File: config.mk
export PLATFORM = sky130hd
export DESIGN_NAME = pic_exec_core
export DESIGN_NICKNAME = d
export VERILOG_FILES = /design/src/rtl/pic_pkg.sv /design/src/rtl/pic_phase_gen.sv /design/src/rtl/pic_exec_core.sv
export SDC_FILE = /design/constraint.sdc
export NUM_CORES = 1
export LEC_CHECK = 0
export BUFFER_PORTS_ARGS = -buffer_cell sky130_fd_sc_hd__buf_2
export CORE_UTILIZATION = 60
export DETAILED_ROUTE_END_ITERATION = 10
export PLACE_DENSITY = 0.82
export SYNTH_ARGS = -nofsm -noshare
export SYNTH_HDL_FRONTEND = slang
export SYNTH_SLANG_ARGS = --single-unit
File: constraint.sdc
create_clock -name master_clk -period 4.2 [get_ports master_clk]
set_input_delay 1.26 -clock master_clk [delete_from_list [all_inputs] [get_ports master_clk]]
set_output_delay 1.26 -clock master_clk [all_outputs]
set_load 0.01 [all_outputs]
File: src/rtl/pic_pkg.sv
// Shared definitions for the PIC16F84-style execute stage: instruction type codes,
// byte/bit opcode encodings and a bit-mask helper.
package pic_pkg;

  typedef enum logic [1:0] {
    TYPE_BYTE = 2'b00,
    TYPE_BIT  = 2'b01,
    TYPE_CTRL = 2'b10,
    TYPE_LIT  = 2'b11
  } op_type_e;

  localparam logic [3:0] OP_MOVWF  = 4'h0;
  localparam logic [3:0] OP_CLRF   = 4'h1;
  localparam logic [3:0] OP_SUBWF  = 4'h2;
  localparam logic [3:0] OP_DECF   = 4'h3;
  localparam logic [3:0] OP_IORWF  = 4'h4;
  localparam logic [3:0] OP_ANDWF  = 4'h5;
  localparam logic [3:0] OP_XORWF  = 4'h6;
  localparam logic [3:0] OP_ADDWF  = 4'h7;
  localparam logic [3:0] OP_MOVF   = 4'h8;
  localparam logic [3:0] OP_COMF   = 4'h9;
  localparam logic [3:0] OP_INCF   = 4'hA;
  localparam logic [3:0] OP_DECFSZ = 4'hB;
  localparam logic [3:0] OP_RRF    = 4'hC;
  localparam logic [3:0] OP_RLF    = 4'hD;
  localparam logic [3:0] OP_SWAPF  = 4'hE;
  localparam logic [3:0] OP_INCFSZ = 4'hF;

  localparam logic [1:0] BIT_BCF   = 2'b00;
  localparam logic [1:0] BIT_BSF   = 2'b01;
  localparam logic [1:0] BIT_BTFSC = 2'b10;
  localparam logic [1:0] BIT_BTFSS = 2'b11;

  function automatic logic [7:0] bit_mask(input logic [2:0] idx);
    return 8'h01 << idx;
  endfunction

endpackage

File: src/rtl/pic_phase_gen.sv
// Four-phase instruction-cycle ring: {ph_regs, ph_alu, ph_imem, ph_pc}.
// Starts empty in reset and seeds ph_pc on the first edge afterwards.
module pic_phase_gen
  import pic_pkg::*;
(
  input  logic       clk,
  input  logic       reset,
  output logic [3:0] phase
);

  logic [3:0] phase_q;
  logic [3:0] phase_d;

  always_comb begin
    phase_d = {phase_q[2:0], phase_q[3]};
    if (phase_q == 4'b0000) phase_d = 4'b0001;
  end

  always_ff @(posedge clk) begin
    if (reset) phase_q <= 4'b0000;
    else       phase_q <= phase_d;
  end

  assign phase = phase_q;

endmodule

File: src/rtl/pic_exec_core.sv
// Execute stage: phase strobes, opcode split, and the ALU whose result, flags and
// skip request are captured at the end of the ALU phase.
module pic_exec_core
  import pic_pkg::*;
(
  input  logic       master_clk,
  input  logic       reset,
  input  logic [5:0] full_opcode,
  input  logic [2:0] bit_sel,
  input  logic [7:0] w_in,
  input  logic [7:0] f_in,
  output logic       ph_pc,
  output logic       ph_imem,
  output logic       ph_alu,
  output logic       ph_regs,
  output logic [1:0] type_opcode,
  output logic [3:0] opcode,
  output logic [7:0] alu_out,
  output logic       flag_z,
  output logic       flag_c,
  output logic       flag_dc,
  output logic       skip,
  output logic       goto_en
);

  logic [3:0] phase;

  pic_phase_gen u_phase (
    .clk   (master_clk),
    .reset (reset),
    .phase (phase)
  );

  assign {ph_regs, ph_alu, ph_imem, ph_pc} = phase;

  op_type_e op_type;
  assign op_type     = op_type_e'(full_opcode[5:4]);
  assign type_opcode = full_opcode[5:4];
  assign opcode      = full_opcode[3:0];
  assign goto_en     = (op_type == TYPE_CTRL);

  logic [7:0] alu_out_q, alu_out_d;
  logic       z_q, z_d, c_q, c_d, dc_q, dc_d, skip_q, skip_d;
  logic       set_z;

  // Carry is bit 8 of a 9-bit sum; for subtraction bit 8 is the borrow, so C is its inverse.
  logic [8:0] add9, sub9, inc9, dec9;
  logic [4:0] add_nib, sub_nib;
  logic [7:0] mask;
  logic       sel_bit;

  assign add9    = {1'b0, f_in} + {1'b0, w_in};
  assign sub9    = {1'b0, f_in} - {1'b0, w_in};
  assign inc9    = {1'b0, f_in} + 9'd1;
  assign dec9    = {1'b0, f_in} - 9'd1;
  assign add_nib = {1'b0, f_in[3:0]} + {1'b0, w_in[3:0]};
  assign sub_nib = {1'b0, f_in[3:0]} - {1'b0, w_in[3:0]};
  assign mask    = bit_mask(bit_sel);
  assign sel_bit = f_in[bit_sel];

  always_comb begin
    alu_out_d = alu_out_q;
    z_d       = z_q;
    c_d       = c_q;
    dc_d      = dc_q;
    skip_d    = 1'b0;
    set_z     = 1'b0;
    unique case (op_type)
      TYPE_BYTE: begin
        unique case (opcode)
          OP_MOVWF:  alu_out_d = w_in;
          OP_CLRF:   begin alu_out_d = 8'h00;        set_z = 1'b1; end
          OP_SUBWF:  begin alu_out_d = sub9[7:0];    set_z = 1'b1;
                           c_d = ~sub9[8]; dc_d = ~sub_nib[4]; end
          OP_DECF:   begin alu_out_d = dec9[7:0];    set_z = 1'b1; end
          OP_IORWF:  begin alu_out_d = f_in | w_in;  set_z = 1'b1; end
          OP_ANDWF:  begin alu_out_d = f_in & w_in;  set_z = 1'b1; end
          OP_XORWF:  begin alu_out_d = f_in ^ w_in;  set_z = 1'b1; end
          OP_ADDWF:  begin alu_out_d = add9[7:0];    set_z = 1'b1;
                           c_d = add9[8]; dc_d = add_nib[4]; end
          OP_MOVF:   begin alu_out_d = f_in;         set_z = 1'b1; end
          OP_COMF:   begin alu_out_d = ~f_in;        set_z = 1'b1; end
          OP_INCF:   begin alu_out_d = inc9[7:0];    set_z = 1'b1; end
          OP_DECFSZ: begin alu_out_d = dec9[7:0];    skip_d = (dec9[7:0] == 8'h00); end
          OP_RRF:    begin alu_out_d = {c_q, f_in[7:1]}; c_d = f_in[0]; end
          OP_RLF:    begin alu_out_d = {f_in[6:0], c_q}; c_d = f_in[7]; end
          OP_SWAPF:  alu_out_d = {f_in[3:0], f_in[7:4]};
          OP_INCFSZ: begin alu_out_d = inc9[7:0];    skip_d = (inc9[7:0] == 8'h00); end
          default:   alu_out_d = alu_out_q;
        endcase
      end
      TYPE_BIT: begin
        unique case (opcode[3:2])
          BIT_BCF:   alu_out_d = f_in & ~mask;
          BIT_BSF:   alu_out_d = f_in | mask;
          BIT_BTFSC: begin alu_out_d = f_in; skip_d = ~sel_bit; end
          BIT_BTFSS: begin alu_out_d = f_in; skip_d = sel_bit; end
          default:   alu_out_d = alu_out_q;
        endcase
      end
      TYPE_CTRL: alu_out_d = w_in;
      TYPE_LIT: begin
        casez (opcode)
          4'b00??: alu_out_d = f_in;
          4'b01??: alu_out_d = f_in;
          4'b1000: begin alu_out_d = f_in | w_in; set_z = 1'b1; end
          4'b1001: begin alu_out_d = f_in & w_in; set_z = 1'b1; end
          4'b1010: begin alu_out_d = f_in ^ w_in; set_z = 1'b1; end
          4'b110?: begin alu_out_d = sub9[7:0];   set_z = 1'b1;
                         c_d = ~sub9[8]; dc_d = ~sub_nib[4]; end
          4'b111?: begin alu_out_d = add9[7:0];   set_z = 1'b1;
                         c_d = add9[8]; dc_d = add_nib[4]; end
          default: alu_out_d = alu_out_q;
        endcase
      end
      default: alu_out_d = alu_out_q;
    endcase
    if (set_z) z_d = (alu_out_d == 8'h00);
  end

  always_ff @(posedge master_clk) begin
    if (reset) begin
      alu_out_q <= 8'h00;
      z_q       <= 1'b0;
      c_q       <= 1'b0;
      dc_q      <= 1'b0;
      skip_q    <= 1'b0;
    end else if (ph_alu) begin
      alu_out_q <= alu_out_d;
      z_q       <= z_d;
      c_q       <= c_d;
      dc_q      <= dc_d;
      skip_q    <= skip_d;
    end
  end

  assign alu_out = alu_out_q;
  assign flag_z  = z_q;
  assign flag_c  = c_q;
  assign flag_dc = dc_q;
  assign skip    = skip_q;

endmodule

==> results of run 1 <==
-- per-stage QoR --
step | std cells | hold WS [ns] | cell area [um2]
floorplan | 562 | 0.476 | 3900
global placement | 663 | 0.442 | 4230
detailed placement | 663 | 0.443 | 4230
CTS | 667 | 0.454 | 4290
global route | 667 | 0.466 | 4290
finish | 668 | 0.457 | 4290
-- worst min-delay path by stage --
stage	from	to	cells past startpoint
6_report	flag_dc	flag_dc	2
5_1_grt	flag_dc	flag_dc	2
4_1_cts	flag_dc	flag_dc	2
3_5_place_dp	flag_dc	flag_dc	2
3_3_place_gp	flag_dc	flag_dc	2
2_1_floorplan	flag_dc	flag_dc	2
-- logic make-up after synthesis --
kind of cell | count (synthesis)
AO/OA/AOI/OAI | 201
AND/OR/NAND/NOR | 184
buffers and inverters | 88
adder cells (fa/ha/maj) | 35
multiplexers | 20
XOR/XNOR | 18
flip-flops | 16
-- report_power, final --
group / internal (uW) / switching [uW] / leakage (uW)
combinational: 179 / 300 / 0.00158
sequential: 158 / 6.45 / 0.000130
clock: 83.5 / 60.0 / 0.0000288
-- cells in the final DEF (no fill, tap or decap), drive strengths merged, types with 6 or more instances in the layout --
cell type / n
a211oi: 8
a21oi: 34
a221o: 6
a22oi: 15
a31oi: 8
buf: 81
dfxtp: 16
ha: 33
inv: 30
mux2i: 15
nand2: 36
nand2b: 12
nand3: 16
nor2: 43
nor2b: 22
nor3: 15
nor4: 6
o21ai: 45
o221ai: 11
o22ai: 12
xnor2: 16
-- state kept, by name (all words and copies together) (netlist names) --
name / cells
u_phase.phase: 4
flag_z: 1
flag_dc: 1
alu_out: 8
skip: 1
flag_c: 1
-- critical path: stages --
cell and delay [ns]:
buf_2 0.20, ha_1 0.28, fa_1 0.48, a21o_1 0.21, a21oi_1 0.35, xnor2_1 0.10
a2111oi_0 0.66, o311ai_1 0.17, nor4_1 0.24, a32o_1 0.21
-- layout make-up --
class,instances,area (um2)
timing repair buffer,81,498
fill,577,2030
antenna,1,2.50
sequential,16,320
inverter,31,116
clock buffer,4,55.1
multi-input combinational,458,3200
tap,77,96.3
-- per-layer routing --
layer  track usage  routed length [um]  vias up
met5             0                   0        -
met2         0.723                6710      433
li1              -                   -     2159
met4         0.248                1000        0
met1         0.576                5930     2217
met3         0.152                2330      100
==> results.md, run 1 <==
- CTS buffer count: 3
- Layout Skew: 0.000779 ns
- P&R area growth vs syn: 9.95%
- Count leader, synth: nor2_1
- FF-to-FF Start: u_phase.phase[2]
- Worst IR Drop VDD: 0.182 mV
- Post-Synth Simple-Gate Area: 0.245
- Pre-CTS setup slack: 0.0477 ns
- Number of global-route vias before repair: 4263
- Final Cycle Share: 0.942
- GP Congestion: 1.07
- Die extent in y: 82.6 um
- Worst setup path endpoint: flag_z
- Initial Utilization: 0.618
- Asr flop ratio synth: 0
- Total die area: 6830 um2
- Post CTS Setup Buffer Count: 0
- Worst setup SP type: primary input
- Status: complete, no violations
- Synth Area in Compound Gates: 0.357
- Synth area leader: ha_1
- Largest family of logic cells by synthesized area: compound AO/OA/AOI/OAI gates
- Post-Synthesis Cells: 562
- Initial DRC Count: 743
- Slew @ Worst Pin: 0.675 ns
- Vias per inst: 7.35
- Post-synthesis sequential element count: 16
- Via Count: 4909
- Number of synthesized flops with an enable pin: 0
- HPWL after DPL: 11600 um
- Worst Setup SP: f_in[0]
- Htree depth: 1
- Pins Over Slew Limit: 0
- # setup viols final: 0
- CP required: 4.40 ns
- Top-Level Pins: 50
- Synth Net Count: 624
- Setup TNS: 0 ns
- Critical Path AT: 4.16 ns
- Post-synth top cells: nor2_1, o21ai_0, nand2_1, a21oi_1, ha_1
- Initial antenna violation count: 0
- Commonest register cell after synthesis: dfxtp_1
- Worst-Skew Late Latency: 0.26 ns
- Drt wl/cell: 23.9 um
- CP max FO: 15
- Overflow after GRT: 0
- Cell area after synthesis: 3900 um2
- DRT Pass-1 Iters: 7
- Tmin final: 3.96 ns
- Worst setup EP type: flop
- Slew headroom: 0.538
- Final worst setup slack: 0.244 ns
- Avg Inst Size Synth: 6.94 um2
- Class of the most critical setup path: in2reg
- Post-CTS Hold Fix Bufs: 0
- R2R Setup Slk: 2.13 ns
- Largest net degree at the start of global routing: 45
- DR DRC count: 0
- CTS tree: built
- Max Buffers Root-to-Sink: 2
- Total Routed Length: 16000 um
- Gr usage total: 0.468
- First-pass GRT wire length: 23400 um
- Hold Path Class: reg2reg
- RSZ-0062 raised after global routing: false
- IO Port Bufs: 49
- Die width: 82.6 um
- Yosys cell types: 73
- Nets: 653
- Max-cap violations: 0
- Core region area: 6310 um2
- Top cells by area, synth: ha_1, dfxtp_1, o21ai_0
- Power Total: 787 uW
- Post-synthesis mux area share: 0.0616
- Post-synthesis xor/xnor area fraction: 0.0404
- Layout cells sized above 1: 0.164
- Worst R2R Path Depth: 6
- # resized after CTS: 0
- DRT antenna net count: 0
- Seq/Total Area, Yosys: 0.0821
- Static leakage: 0.00174 uW
- PD cells: 184 nW/um2
- Util after Layout: 0.679
- CTS root buf: clkbuf_8
- Synth Warn #: 0
- Hold Fails Final Rpt: 0
- Fmax: 253 MHz
- Sinks on Clock Net: 16
- Share of the synthesized area in the top cell type: 0.106
- Post-Synth Adder-Cell Area: 0.116
- Reg clk slew, reported paths: 0.07 ns
- Rows: 29
- Reg2reg end: flag_z
Note: power is estimated with default switching activity, not from simulation.
==> inputs of run 2 (changes only) <==
--- a/config.mk
+++ b/config.mk
@@ -11,4 +11,5 @@
 export PLACE_DENSITY = 0.82
 export SYNTH_ARGS = -nofsm -noshare
 export SYNTH_HDL_FRONTEND = slang
+export SYNTH_HIERARCHICAL = 1
 export SYNTH_SLANG_ARGS = --single-unit
==> run 2 against run 1 <==
  * Hold slack better by 0.0052 ns
  * Die area rose by 1.0%
  * Global-route usage fell by 3.1 points
  * Cell area decreased by 0.67%
  * Clock-buffer cell count decreased by 1
  * Synthesized area up 1.0%
  * Largest power group unchanged
  * Critical path depth is 2 higher
==> results.md, run 2 <==
- Status: complete, no violations
- Max-cap violations: 0 (unchanged)
- Overflow after GRT: 0 (unchanged)
- FF+latch area: 320 um2 (unchanged)
- Multi-input gate area in the final layout: 3200 um2 (+0.12%)
- P&R area growth vs syn: 8.10%
- Avg Inst Size Synth: 7.19 um2 (+3.6%)
- Share of the synthesized area in the top cell type: 0.105 (-0.00108)
- GP Congestion: 1.03 (-3.3%)
- Setup TNS: 0 ns (unchanged)
- Worst setup path endpoint: flag_z
- Hold Path Class: reg2reg
- DRT Pass-1 Iters: 7 (unchanged)
- Worst IR Drop VDD: 0.191 mV (+4.8%)
- Worst setup EP type: flop
- Final Cycle Share: 0.868 (-0.0735)
- Count leader, synth: a21oi_1
- Cell area after synthesis: 3940 um2 (+1.0%)
- Number of synthesized flops with an enable pin: 0 (unchanged)
- First-pass GRT wire length: 24000 um (+2.9%)
- Layout Skew: 0.00837 ns (+0.00759 ns)
- Asr flop ratio synth: 0 (unchanged)
- HPWL after DPL: 11500 um (-1.6%)
- Synth Net Count: 610 (-2.2%)
- Worst Setup SP: w_in[0]
- Commonest register cell after synthesis: dfxtp_1
- CTS root buf: clkbuf_8
- # resized after CTS: 0 (unchanged)
- Hold Fails Final Rpt: 0 (unchanged)
- Yosys cell types: 79 (+8.2%)
- Reg clk slew, reported paths: 0.07 ns (about the same)
- Initial Utilization: 0.620 (+0.00278)
- Nets: 637 (-2.5%)
- Total Routed Length: 15500 um (-3.2%)
- IO Port Bufs: 49 (unchanged)
- Worst setup SP type: primary input
- # setup viols final: 0 (unchanged)
- Commonest non-fill, non-tap cell in the layout: buf_2
- Gr usage total: 0.437 (-0.0313)
- Slew @ Worst Pin: 0.680 ns (+0.00500 ns)
- Max Buffers Root-to-Sink: 2 (unchanged)
- CTS buffer count: 3 (unchanged)
- Post-synthesis sequential element count: 16 (unchanged)
- Post CTS Setup Buffer Count: 0 (unchanged)
- Diodes inserted: 0 (-1)
- PD cells: 178 nW/um2 (-3.0%)
- Power Total: 758 uW (-3.7%)
- Reg2reg end: flag_z
- Largest net degree at the start of global routing: 34 (-24%)
- Class of the most critical setup path: in2reg
- Fmax: 274 MHz (+8.5%)
- Seq/Total Area, Yosys: 0.0813 (-0.000835)
- Initial antenna violation count: 0 (unchanged)
- Fillers: 611 (+5.9%)
- Sinks on Clock Net: 16 (unchanged)
- RSZ-0062 raised after global routing: false
- Most frequent cells in the layout: buf_2, a21oi_1, nor2_1
- Post-CTS Hold Fix Bufs: 0 (unchanged)
- Synth area leader: ha_1
- Worst-Skew Late Latency: 0.25 ns (about the same)
- Rows: 29 (unchanged)
- Static leakage: 0.00175 uW (+0.30%)
- DRT antenna net count: 0 (unchanged)
- Slew headroom: 0.546 (+0.00768)
- CP max FO: 6 (-9)
- Post-Synthesis Cells: 548 (-2.5%)
- DR DRC count: 0 (unchanged)
- Worst hold slack: 0.463 ns (+0.00523 ns)
- Drt wl/cell: 23.8 um (-0.49%)
- Htree depth: 1 (unchanged)
- Post-synth top cells: a21oi_1, nor2_1, o21ai_0, ha_1, nand2_1
- Via Count: 4936 (+0.55%)
- Vias per inst: 7.59 (+3.3%)
- CP required: 4.35 ns (-0.05 ns)
- Critical Path AT: 3.80 ns (-0.36 ns)
- Top-Level Pins: 50 (unchanged)
- Max reg flops: 8 (unchanged)
- Synth Warn #: 6 (+6)
- Core region area: 6350 um2 (+0.57%)
- Number of global-route vias before repair: 4410 (+3.4%)
- Die extent in y: 83.0 um (+0.50%)
- FF-to-FF Start: u_phase/phase[2]
- Tmin final: 3.65 ns (-0.309 ns)
- Top cells by area, synth: ha_1, dfxtp_1, a21oi_1
- Pins Over Slew Limit: 0 (unchanged)
- Total die area: 6890 um2 (+1.0%)
- CTS tree: built
- Worst R2R Path Depth: 6 (unchanged)
- Layout cells sized above 1: 0.183 (+0.0188)
- Initial DRC Count: 601 (-19%)
- Die width: 83.0 um (+0.50%)
- R2R Setup Slk: 2.28 ns (+0.15 ns)
-- run 2: worst min path at each step --
| stage | startpoint | endpoint | slack (ns) | cells after the start |
|---|---|---|---|---|
| floorplan | u_phase/phase[3] | u_phase/phase[0] | 0.46 | 2 |
| global placement | u_phase/phase[3] | u_phase/phase[0] | 0.43 | 2 |
| detailed placement | u_phase/phase[3] | u_phase/phase[0] | 0.45 | 2 |
| CTS | u_phase/phase[3] | u_phase/phase[0] | 0.47 | 2 |
| global route | u_phase/phase[3] | u_phase/phase[0] | 0.48 | 2 |
| finish | u_phase/phase[3] | u_phase/phase[0] | 0.46 | 2 |
-- run 2: metrics by stage --
| stage | worst slack [ns] | utilization | instances | area, um2 |
|---|---|---|---|---|
| 6_report | 0.553 | 0.671 | 650 | 4260 |
| 5_1_grt | 0.472 | 0.671 | 650 | 4260 |
| 4_1_cts | 0.634 | 0.671 | 650 | 4260 |
| 3_5_place_dp | 0.375 | 0.664 | 647 | 4220 |
| 3_3_place_gp | 0.409 | 0.664 | 647 | 4220 |
| 2_1_floorplan | 0.300 | - | 548 | 3940 |
-- run 2: final cells by class --
type | instances | area share
Sequential cell | 16 | 0.0752
Clock buffer | 3 | 0.00969
Timing Repair Buffer | 81 | 0.114
Multi-Input combinational cell | 443 | 0.752
Tap cell | 77 | 0.0226
Inverter | 30 | 0.0264
-- run 2: logic make-up after synthesis --
family / Yosys count / share of synthesized area
DFF: 16 / 0.0813
buffers and inverters: 89 / 0.106
xor gates and xnor gates: 15 / 0.0333
and+or+nand+nor: 151 / 0.200
muxes: 23 / 0.0657
adders and majority gates: 35 / 0.115
AOI/OAI and AO/OA: 219 / 0.399
-- run 2: routing by layer --
metal	global-route usage	vias up	part of all wire
li1	-	2142	-
met3	0.0974	85	0.14
met1	0.572	2269	0.37
met5	0	-	0
met4	0.234	0	0.059
met2	0.667	440	0.43
-- run 2: worst max-delay path, cell delays in order --
cell,delay (ns)
buf_2,0.16
ha_1,0.20
inv_1,0.06
fa_1,0.45
nand2b_1,0.12
o2bb2ai_1,0.26
mux2i_1,0.18
xnor2_1,0.17
a311oi_1,0.13
o311a_1,0.36
and4_1,0.22
a41o_1,0.23
-- run 2: where the power goes --
group	switching [uW]	total, uW	internal [uW]	leakage, uW
clock network	53.0	117	63.7	0.0000216
registers	7.20	166	159	0.000130
logic	296	476	179	0.00160
==> inputs of run 3 (changes only) <==
--- a/config.mk
+++ b/config.mk
@@ -6,9 +6,10 @@
 export NUM_CORES = 1
 export LEC_CHECK = 0
 export BUFFER_PORTS_ARGS = -buffer_cell sky130_fd_sc_hd__buf_2
-export CORE_UTILIZATION = 60
+export CORE_UTILIZATION = 50
+export CTS_BUF_LIST = sky130_fd_sc_hd__clkbuf_16
 export DETAILED_ROUTE_END_ITERATION = 10
-export PLACE_DENSITY = 0.82
+export PLACE_DENSITY = 0.7
 export SYNTH_ARGS = -nofsm -noshare
 export SYNTH_HDL_FRONTEND = slang
 export SYNTH_HIERARCHICAL = 1
==> constraint.sdc (replaced) <==
create_clock -name master_clk -period 4.2 [get_ports master_clk]
set_input_delay 1.26 -clock master_clk [delete_from_list [all_inputs] [get_ports master_clk]]
set_output_delay 1.26 -clock master_clk [all_outputs]
set_load 0.005 [all_outputs]
==> run 3 against run 2 <==
  * Clock skew shrank 0.0073 ns
  * Critical endpoint unchanged
  * Combinational power down 0.8%
  * Power up 8.6%
  * Global-route usage down 7.4 points
  * Cell area is 1.6% higher
  * Largest power group unchanged
  * Non-clock buffer count stayed put
==> results.md, run 3 (synthesis results as in run 2) <==
- Max reg flops: 8 (unchanged)
- Post-CTS Hold Fix Bufs: 0 (unchanged)
- GR Util met3: 0.0505 (-0.0469)
- Final Cycle Share: 0.876 (+0.00795)
- Overflow after GRT: 0 (unchanged)
- Initial Utilization: 0.513 (-0.108)
- Worst setup EP type: flop
- Most frequent cells in the layout: buf_2, a21oi_1, nor2_1
- Total Routed Length: 15200 um (-1.8%)
- DR DRC count: 0 (unchanged)
- Fmax: 272 MHz (-0.91%)
- Slew @ Worst Pin: 0.601 ns (-0.0787 ns)
- HPWL after DPL: 11500 um (about the same)
- Max-cap violations: 0 (unchanged)
- Class of the most critical setup path: in2reg
- Number of global-route vias before repair: 4184 (-5.1%)
- Cells along the critical path: buf_2, inv_1, ha_1, inv_1, fa_1, nand2b_1, o2bb2ai_1, mux2i_1, xnor2_1, a311oi_1, o311a_1, and4_1, a41o_1
- DRT antenna net count: 0 (unchanged)
- RSZ-0062 raised after global routing: false
- DRT Pass-1 Iters: 5 (-2)
- Top-Level Pins: 50 (unchanged)
- Fillers: 763 (+25%)
- Slew headroom: 0.593 (+0.0475)
- Die extent in y: 90.8 um (+9.3%)
- # resized after CTS: 0 (unchanged)
- PD cells: 190 nW/um2 (+6.9%)
- Htree depth: 1 (unchanged)
- Rows: 32 (+10%)
- GP Congestion: 1.00 (-3.0%)
- CP required: 4.34 ns (about the same)
- Non-filler cells, final: 676 (+4.0%)
- Layout Skew: 0.00106 ns (-0.00730 ns)
- Setup TNS: 0 ns (unchanged)
- Largest net degree at the start of global routing: 29 (-15%)
- Vias per inst: 7.09 (-6.6%)
- Hold Path Class: reg2reg
- Core region area: 7690 um2 (+21%)
- CP max FO: 6 (unchanged)
- P&R area growth vs syn: 9.84%
- CTS buffer count: 3 (unchanged)
- Total die area: 8240 um2 (+19%)
- Status: complete, no violations
- CTS tree: built
- Worst-Skew Late Latency: 0.25 ns (about the same)
- Cell area after placement: 4250 um2 (+0.74%)
- Nets: 637 (unchanged)
- Sinks on Clock Net: 16 (unchanged)
- Commonest non-fill, non-tap cell in the layout: buf_2
- Reg clk slew, reported paths: 0.05 ns (-0.02 ns)
- Hold Fails Final Rpt: 0 (unchanged)
- GR Util met2: 0.540 (-0.127)
- Max Buffers Root-to-Sink: 2 (unchanged)
- First-pass GRT wire length: 23500 um (-2.2%)
- Die width: 90.8 um (+9.3%)
- Gr usage total: 0.363 (-0.0743)
- Worst setup SP type: primary input
- IO Port Bufs: 49 (unchanged)
- Slowest cell delay on critical path: 0.46 ns (about the same)
- Grt met1 use: 0.515 (-0.0573)
- Initial DRC Count: 589 (-2.0%)
- CP dominant cell by count: inv_1
- Final worst setup slack: 0.520 ns (-0.0334 ns)
- Placed cell count: 672 (+3.9%)
- Pre-CTS setup slack: 0.323 ns (-0.0515 ns)
- Critical Path AT: 3.82 ns (+0.02 ns)
- Post CTS Setup Buffer Count: 0 (unchanged)
- Fin area: 4330 um2 (+1.6%)
- Layout cells sized above 1: 0.183 (-0.000319)
- Diodes inserted: 0 (unchanged)
- Pins Over Slew Limit: 0 (unchanged)
- Slowest CP cell: fa_1
- Via Count: 4794 (-2.9%)
- Static leakage: 0.00177 uW (+1.0%)
- CTS root buf: clkbuf_16
- Worst IR Drop VDD: 0.171 mV (-10%)
- Drt wl/cell: 22.5 um (-5.5%)
- Grt peak-use layer: met2
- # setup viols final: 0 (unchanged)
- Initial antenna violation count: 0 (unchanged)
- Tmin final: 3.68 ns (+0.0334 ns)
run 3: cell count changes in the layout (fill, tap and decap cells not counted), sizes merged:
cell	change
clkinv	+1
run 3: worst max-delay path, delay by kind of cell:
| kind | cells | cell delay [ns] |
|---|---|---|
| multiplexers | 1 | 0.17 |
| AND/OR/NAND/NOR | 2 | 0.33 |
| XOR/XNOR | 1 | 0.17 |
| adder cells (fa/ha/maj) | 2 | 0.64 |
| buffers and inverters | 3 | 0.28 |
| AO/OA/AOI/OAI | 4 | 0.96 |
run 3: path summary, 6_finish.rpt:
| path | from | end | slack [ns] | cells after the start |
|---|---|---|---|---|
| hold / removal | u_phase/phase[3] | u_phase/phase[0] | 0.45 | 2 |
| setup / recovery | f_in[0] | flag_z | 0.52 | 13 |
| setup reg to reg | flag_c | flag_z | 2.39 | 8 |
| hold reg to reg | u_phase/phase[3] | u_phase/phase[0] | 0.45 | 2 |
run 3: report_power, final:
part	switching (uW)	internal [uW]
combinational	293	180
sequential	5.06	159
clock	60.8	126
run 3: per-stage QoR:
stage | hold WS (ns) | power (uW) | util
final | 0.450 | 823 | 0.563
after global routing | 0.460 | 865 | 0.563
after CTS | 0.450 | 809 | 0.563
after detailed placement | 0.443 | 619 | 0.553
after global placement | 0.440 | 617 | 0.553
after floorplan | 0.436 | 483 | -
run 3: area by class of cell:
type,instances,area [um2],area share
well taps,102,128,0.0295
multi-input cells,443,3200,0.740
flip-flops and latches,16,320,0.0740
repair buffers,81,485,0.112
clock inverters,1,3.75,0.000867
clock buffers,3,75.1,0.0173
inverters,30,113,0.0260
run 3: per-layer routing:
metal | vias to the layer above | wire (um)
met2 | 361 | 6270
met5 | - | 0
met4 | 0 | 791
met3 | 68 | 1820
met1 | 2218 | 6310
li1 | 2147 | -
